==> config.mk <==
export PLATFORM = sky130hd
export DESIGN_NAME = fifo_wr_sched
export DESIGN_NICKNAME = d
export VERILOG_FILES = /design/src/rtl/fifo_wr_sched.sv
export SDC_FILE = /design/constraint.sdc
export NUM_CORES = 1
export LEC_CHECK = 0
export ABC_AREA = 1
export CAP_MARGIN = 20
export CORE_MARGIN = 10
export CORE_UTILIZATION = 50
export CTS_BUF_LIST = sky130_fd_sc_hd__clkbuf_4 sky130_fd_sc_hd__clkbuf_8
export CTS_CLUSTER_SIZE = 16
export DETAILED_ROUTE_END_ITERATION = 7
export PLACE_DENSITY = 0.88
export SETUP_SLACK_MARGIN = 0.4
export SYNTH_ARGS = -nofsm -noshare
export SYNTH_HDL_FRONTEND = slang
export SYNTH_SLANG_ARGS = --single-unit
==> constraint.sdc <==
create_clock -name prg_clk -period 4 [get_ports prg_clk]
set_input_delay 0.8 -clock prg_clk [delete_from_list [all_inputs] [get_ports prg_clk]]
set_output_delay 0.8 -clock prg_clk [all_outputs]
set_load 0.02 [all_outputs]
==> src/rtl/fifo_wr_sched.sv <==
// Two-source round-robin burst scheduler that feeds a FIFO write port.
// Bursts are throttled by prog_full, and each beat is stalled by fifo_full.
module fifo_wr_sched #(
  parameter int DW    = 32,
  parameter int BURST = 16
) (
  input  logic          prg_clk,
  input  logic          prg_rst_n,
  input  logic          s0_valid,
  input  logic [DW-1:0] s0_data,
  output logic          s0_ready,
  input  logic          s1_valid,
  input  logic [DW-1:0] s1_data,
  output logic          s1_ready,
  input  logic          prog_full,
  input  logic          fifo_full,
  output logic          fifo_wr_en,
  output logic [DW-1:0] fifo_din,
  output logic [1:0]    grant,
  output logic          busy,
  output logic [31:0]   beats0,
  output logic [31:0]   beats1
);

  localparam int CW = $clog2(BURST + 1);
  localparam logic [CW-1:0] LAST = CW'(BURST - 1);

  typedef enum logic [1:0] {
    ST_IDLE,
    ST_BURST,
    ST_THROTTLE
  } state_e;

  state_e        state_q, state_d;
  logic [1:0]    grant_q, grant_d;
  logic          rr_ptr_q, rr_ptr_d;
  logic [CW-1:0] beat_cnt_q, beat_cnt_d;
  logic [31:0]   beats0_q, beats0_d;
  logic [31:0]   beats1_q, beats1_d;

  logic          in_burst;
  logic          gvalid;
  logic          xfer;
  logic          pick_s1;

  always_ff @(posedge prg_clk or negedge prg_rst_n) begin
    if (!prg_rst_n) begin
      state_q    <= ST_IDLE;
      grant_q    <= '0;
      rr_ptr_q   <= 1'b0;
      beat_cnt_q <= '0;
      beats0_q   <= '0;
      beats1_q   <= '0;
    end else begin
      state_q    <= state_d;
      grant_q    <= grant_d;
      rr_ptr_q   <= rr_ptr_d;
      beat_cnt_q <= beat_cnt_d;
      beats0_q   <= beats0_d;
      beats1_q   <= beats1_d;
    end
  end

  // Handshake outputs are combinational so that a beat moves in the same cycle it is offered.
  always_comb begin
    in_burst   = (state_q == ST_BURST);
    gvalid     = (grant_q[0] & s0_valid) | (grant_q[1] & s1_valid);
    xfer       = in_burst & gvalid & ~fifo_full;
    s0_ready   = in_burst & grant_q[0] & ~fifo_full;
    s1_ready   = in_burst & grant_q[1] & ~fifo_full;
    fifo_wr_en = xfer;
    if (grant_q[0])      fifo_din = s0_data;
    else if (grant_q[1]) fifo_din = s1_data;
    else                 fifo_din = '0;
    grant      = grant_q;
    busy       = (state_q != ST_IDLE);
    beats0     = beats0_q;
    beats1     = beats1_q;
  end

  always_comb begin
    state_d    = state_q;
    grant_d    = grant_q;
    rr_ptr_d   = rr_ptr_q;
    beat_cnt_d = beat_cnt_q;
    beats0_d   = beats0_q;
    beats1_d   = beats1_q;
    pick_s1    = rr_ptr_q ? s1_valid : ~s0_valid;

    case (state_q)
      ST_IDLE: begin
        if (prog_full) begin
          state_d = ST_THROTTLE;
          grant_d = '0;
        end else if (s0_valid | s1_valid) begin
          state_d    = ST_BURST;
          grant_d    = pick_s1 ? 2'b10 : 2'b01;
          beat_cnt_d = '0;
        end
      end

      ST_THROTTLE: begin
        grant_d = '0;
        if (!prog_full) state_d = ST_IDLE;
      end

      ST_BURST: begin
        // A released source ends the burst even while the FIFO is full.
        if (!gvalid) begin
          state_d    = ST_IDLE;
          grant_d    = '0;
          rr_ptr_d   = grant_q[0];
          beat_cnt_d = '0;
        end else if (!fifo_full) begin
          beat_cnt_d = beat_cnt_q + CW'(1);
          if (grant_q[0]) beats0_d = beats0_q + 32'd1;
          if (grant_q[1]) beats1_d = beats1_q + 32'd1;
          if (beat_cnt_q == LAST) begin
            state_d    = ST_IDLE;
            grant_d    = '0;
            rr_ptr_d   = grant_q[0];
            beat_cnt_d = '0;
          end
        end
      end

      default: begin
        state_d = ST_IDLE;
        grant_d = '0;
      end
    endcase
  end

endmodule

# After elaboration in Yosys (flattened, before gate mapping)
# Index checks and enable logic that the tools add are counted.
[op_classes]
add_sub_neg = 3
bitwise_logic = 12
eq_ne = 11
muxes = 23
n_reduce_logical = 9
[ops]
columns = ["cell", "n"]
rows = [
  ["adder 32 x 1 -> 32 bit, second input constant", 2],
  ["two-way mux 32 bit", 2],
  ["two-way mux 5 bit", 5],
  ["two-way mux 2 bit", 9],
  ["AND reduction 4 bit", 4],
  ["one-hot mux 5 bit (2 select lines)", 1],
  ["bitwise AND 1 bit", 8],
  ["inequality test 2 bit, second input constant", 4],
  ["inequality test 3 bit, second input constant", 2],
  ["one-hot mux 2 bit (3 select lines)", 1],
  ["AND reduction 3 bit", 2],
  ["adder 5 x 1 -> 5 bit, second input constant", 1],
  ["equality test 5 x 4 -> 1 bit, second input constant", 1],
  ["two-way mux 1 bit", 4],
  ["one-hot mux 2 bit (2 select lines)", 1],
  ["nonzero test 2 bit", 2],
  ["inequality test 3 x 2 -> 1 bit, second input constant", 1],
  ["equality test 2 x 1 -> 1 bit, second input constant", 1],
  ["equality test 2 bit, second input constant", 1],
  ["logical NOT 2 bit", 1],
  ["inequality test 2 x 1 -> 1 bit, second input constant", 1],
  ["inverter 1 bit", 2],
  ["bitwise OR 1 bit", 2],
]
[totals]
out_inout_bits = 102
in_bits = 70
ff_bits = 74
elab_cells = 64

# Depth between registers and ports, before layout
[logic_depth]
ltp_word = 6
mapped_depth = 10
ltp_nobuf = 9

# Least setup slack after synthesis
# No wires, ideal clock.
[synth_path]
path_type = "in2out"
start = "input s1_valid"
end = "output fifo_wr_en"
stages = 4
required_ns = 3.200
path_buffers = 0
t_arrival_ns = 1.367
slack_ns = 1.833
path_cell_list = "nand2_2 > nand2_4 > nand2_1 > nor2_1"
[synth_between]
elab_chain_len = 4
[synth_rtl]
columns = ["element", "line_no", "text"]
rows = [
  ["from (decl)", "12", "input logic s1_valid,"],
  ["bitwise AND 1 bit", "67", "gvalid = (grant_q[0] & s0_valid) | (grant_q[1] & s1_valid);"],
  ["bitwise OR 1 bit", "67", ""],
  ["bitwise AND 1 bit (2 in series)", "68", "xfer = in_burst & gvalid & ~fifo_full;"],
  ["to (decl)", "17", "output logic fifo_wr_en,"],
]
# No other way between the ends.

# Worst setup path after layout
[layout_path]
start = "input s0_valid"
end = "output fifo_wr_en"
[layout_between]
elab_chain_len = 4
[layout_rtl]
columns = ["element", "line_no", "text"]
rows = [
  ["from (decl)", "9", "input logic s0_valid,"],
  ["bitwise AND 1 bit", "67", ""],
  ["bitwise OR 1 bit", "67", ""],
  ["bitwise AND 1 bit (2 in series)", "68", ""],
]
# No other way between the ends.

==> metrics.md <==
| Metric | Value |
|---|---|
| CTS Sinks | 74 |
| Area delta synth->final | 42.2% |
| Final Cell Area | 6700 um^2 |
| Crit path buf inv count | 2 |
| Core ar. | between 9000 and 10000 um^2 |
| Initial Util | between 50% and 60% |
| Layout cell share with drive strength beyond 1 | 6.07% |
| LEAKAGE | between 0.003 and 0.004 uW |
| Outcome | finished clean |
| Cell Area, Placed | 6520 um^2 |
| Final net count | ~900 |
| Fin crit share | 80.2% |
| Post-synth EDFFs | 0 |
| Worst path slowest cell | clkdlybuf4s50_1 |
| Yosys top cell by area | dfrtp_1 |
| TritonCTS clock tree | built |
| Sequential fraction of the synthesis area | between 30 and 40% |
| DRT Wirelength | 15.5 mm |
| Clock skew | between 0.01 and 0.015 ns |
| CP max FO | 8 |
| TritonRoute pass-1 iters | 5 |
| Via count | around 5200 |
| FP Rows | 35 |
| Worst-skew pair later-pin latency | about 0.34 ns |
| Vias in the first global route | 5078 |
| Antenna violations before repair | 1 |
| Post-DP HPWL | roughly 12 mm |
| Synth Warn # | 0 |
| VDD IR-drop max | between 150 and 200 uV |
| Critical path type | input pin to output port |
| Syn nets | between 700 and 800 |
| Largest net degree at the start of global routing | 75 |
| Wirelength per Cell | 16.0 um |
| Die ar. | between 10000 and 15000 um^2 |
| Startpoint Class | input pin |
| Worst Path Required | between 3 and 4 ns |
| FILL cells | 730 |
| CP top delay family | buffers and inverters |
| GPL Wtd Cong | 0.926 |
| Worst slew pin tran | approximately 0.92 ns |
| IO Pins | about 170 |
| CTS buffer count | 9 |
| Post-synth ARST share | 100% |
| Top cells by area, synth | dfrtp_1 39%, nand2_1 18%, nand3_1 8.5%, nor2_1 7.0%, inv_1 6.0% |
| Post-route minimum period | 3.21 ns |
| Vias per inst | about 5.3 |
| Clk root buf | clkbuf_8 |
| Power per Cell Area | roughly 250 nW/um^2 |
| Die H | roughly 120 um |
| Post-CTS Hold Buffers | 0 |
| CP most frequent cell | clkdlybuf4s50_1 |
| Final setup fails | 0 |
| Global-route wire length before repair | roughly 25 mm |
| Arr. time, crit path | about 2.4 ns |
| Synthesized area | ~4700 um^2 |
| Crit-path max cell delay | 0.62 ns |
| Post-CTS Setup Repair Bufs | 0 |
| Maximum clock rate | 312 MHz |
| DRT iter0 DRCs | roughly 430 |
| Remaining antenna violation count | 0 |
| Crit path cell chain | clkdlybuf4s50_1, nand2_2, nand2_4, nand2_1, nor2_1, clkdlybuf4s50_1 |
| Synth Register Bits | 74 |
| Worst-path clk slew | approximately 0.08 ns |
| Worst min-delay path class | flip-flop to flip-flop |
| Die Wd | about 120 um |
| Top_reg_cell synth | dfrtp_1 |
| Overall global routing resource usage | between 20% and 30% |
| RSZ-0062 raised after global routing | no |
| Final Hold Vio Count | 0 |
| CTS Buffer Depth | 2 |
| Share of the synthesized area in the top cell type | about two fifths |
| Crit path capture type | output port |
| CTS resizes | 0 |
| Mean area per synthesized cell | slightly below 7 um^2 |
| I/O Buffers | around 170 |
| Post-synth cell types | 29 |
| H-tree depth | 3 |
| Cells after Synth | 680 |
| Rel. slew slack | 38.8% |
| Setup TNS Final | 0 ns |
| GRT overflow | 0 |
| Maxcap violations | 0 |
| Slew Limit Fails | 0 |
| DRC viols | 0 |
-- worst paths after layout --
kind	from	endpoint	slack, ns	depth (start not counted)
worst max-delay path	s0_valid	fifo_wr_en	0.79	6
worst min-delay path	state_q[0]	state_q[1]	0.48	1
worst max register to register	grant[1]	beats1[21]	2.14	8
worst min register to register	state_q[0]	state_q[1]	0.48	1
max in group asynchronous	prg_rst_n	beats1[0]	2.73	2
min in group asynchronous	prg_rst_n	beats0[13]	0.66	2
-- cells by family (layout without fill, tap and decap cells) --
family | Yosys count | in the layout | synth area share [%]
AO/OA/AOI/OAI | 16 | 16 | 1.78
XOR/XNOR | 38 | 38 | 7.06
AND/OR/NAND/NOR | 457 | 457 | 43.4
other | 0 | 1 | 0
buffers and inverters | 92 | 269 | 7.67
adder cells (fa/ha/maj) | 3 | 3 | 0.796
flip-flops | 74 | 74 | 39.3
-- flip-flops by register name, summed over array words and instances (netlist names) --
name,count
beat_cnt_q,5
beats0,32
beats1,32
grant,2
rr_ptr_q,1
state_q,2
-- where the power goes --
part	internal, uW	switching, uW
sequential	759	9.77
combinational	164	189
clock	251	294
total	1170	493
-- area by class of cell --
cell class                      count  area, um^2  share of cell area [%]
Antenna cell                        1        2.50                  0.0373
Clock buffer                       11         145                    2.16
Tap cell                          111         139                    2.07
Sequential cell                    74        1850                    27.6
Multi-Input combinational cell    514        2500                    37.3
Inverter                           79         297                    4.42
Timing Repair Buffer              174        1730                    25.8
Clock inverter                      5        38.8                   0.579
-- through the flow --
step	power, uW	hold slack (ns)	util [%]	setup WS [ns]	cells
after global placement	1130	0.463	70.9	0.842	952
after floorplan	942	0.440	-	1.83	680
after detailed placement	1140	0.473	70.9	0.812	952
final	1670	0.483	72.9	0.793	969
after CTS	1680	0.485	72.9	0.776	968
after global routing	1740	0.497	72.9	0.603	969
-- synth_stat cells (2+ instances only) --
cell / count
ha_1: 3
clkbuf_1: 9
o21ai_0: 7
dfrtp_1: 74
a21oi_1: 6
nor3_1: 8
xnor2_1: 13
nor3_2: 9
inv_1: 75
inv_2: 3
nand2_1: 232
xor2_1: 25
nor2_1: 88
nand2_2: 6
nand3b_1: 5
nor2_2: 3
nor2_4: 5
nand4_1: 15
buf_4: 2
nand3_1: 80
nand2_4: 4
-- placed cells by master (no fill, tap or decap), types with 4 or more instances in the layout --
cell type	Yosys	layout
a21oi_1	6	6
clkbuf_8	0	10
clkdlybuf4s50_1	0	170
clkinvlp_4	0	4
dfrtp_1	74	74
inv_1	75	75
nand2_1	232	232
nand2_2	6	6
nand2_4	4	4
nand3_1	80	80
nand3b_1	5	5
nand4_1	15	15
nor2_1	88	88
nor2_4	5	5
nor3_1	8	8
nor3_2	9	9
o21ai_0	7	7
xnor2_1	13	13
xor2_1	25	25
-- layer usage --
| metal | GRT usage (%) | wire length [um] | vias to the layer above |
|---|---|---|---|
| li1 | - | - | 2470 |
| met1 | 24.8 | 5830 | 2383 |
| met2 | 38.9 | 7630 | 271 |
| met3 | 8.41 | 1720 | 29 |
| met4 | 7.50 | 346 | 0 |
| met5 | 0 | 0 | - |
(Power assumes the default switching activity.)
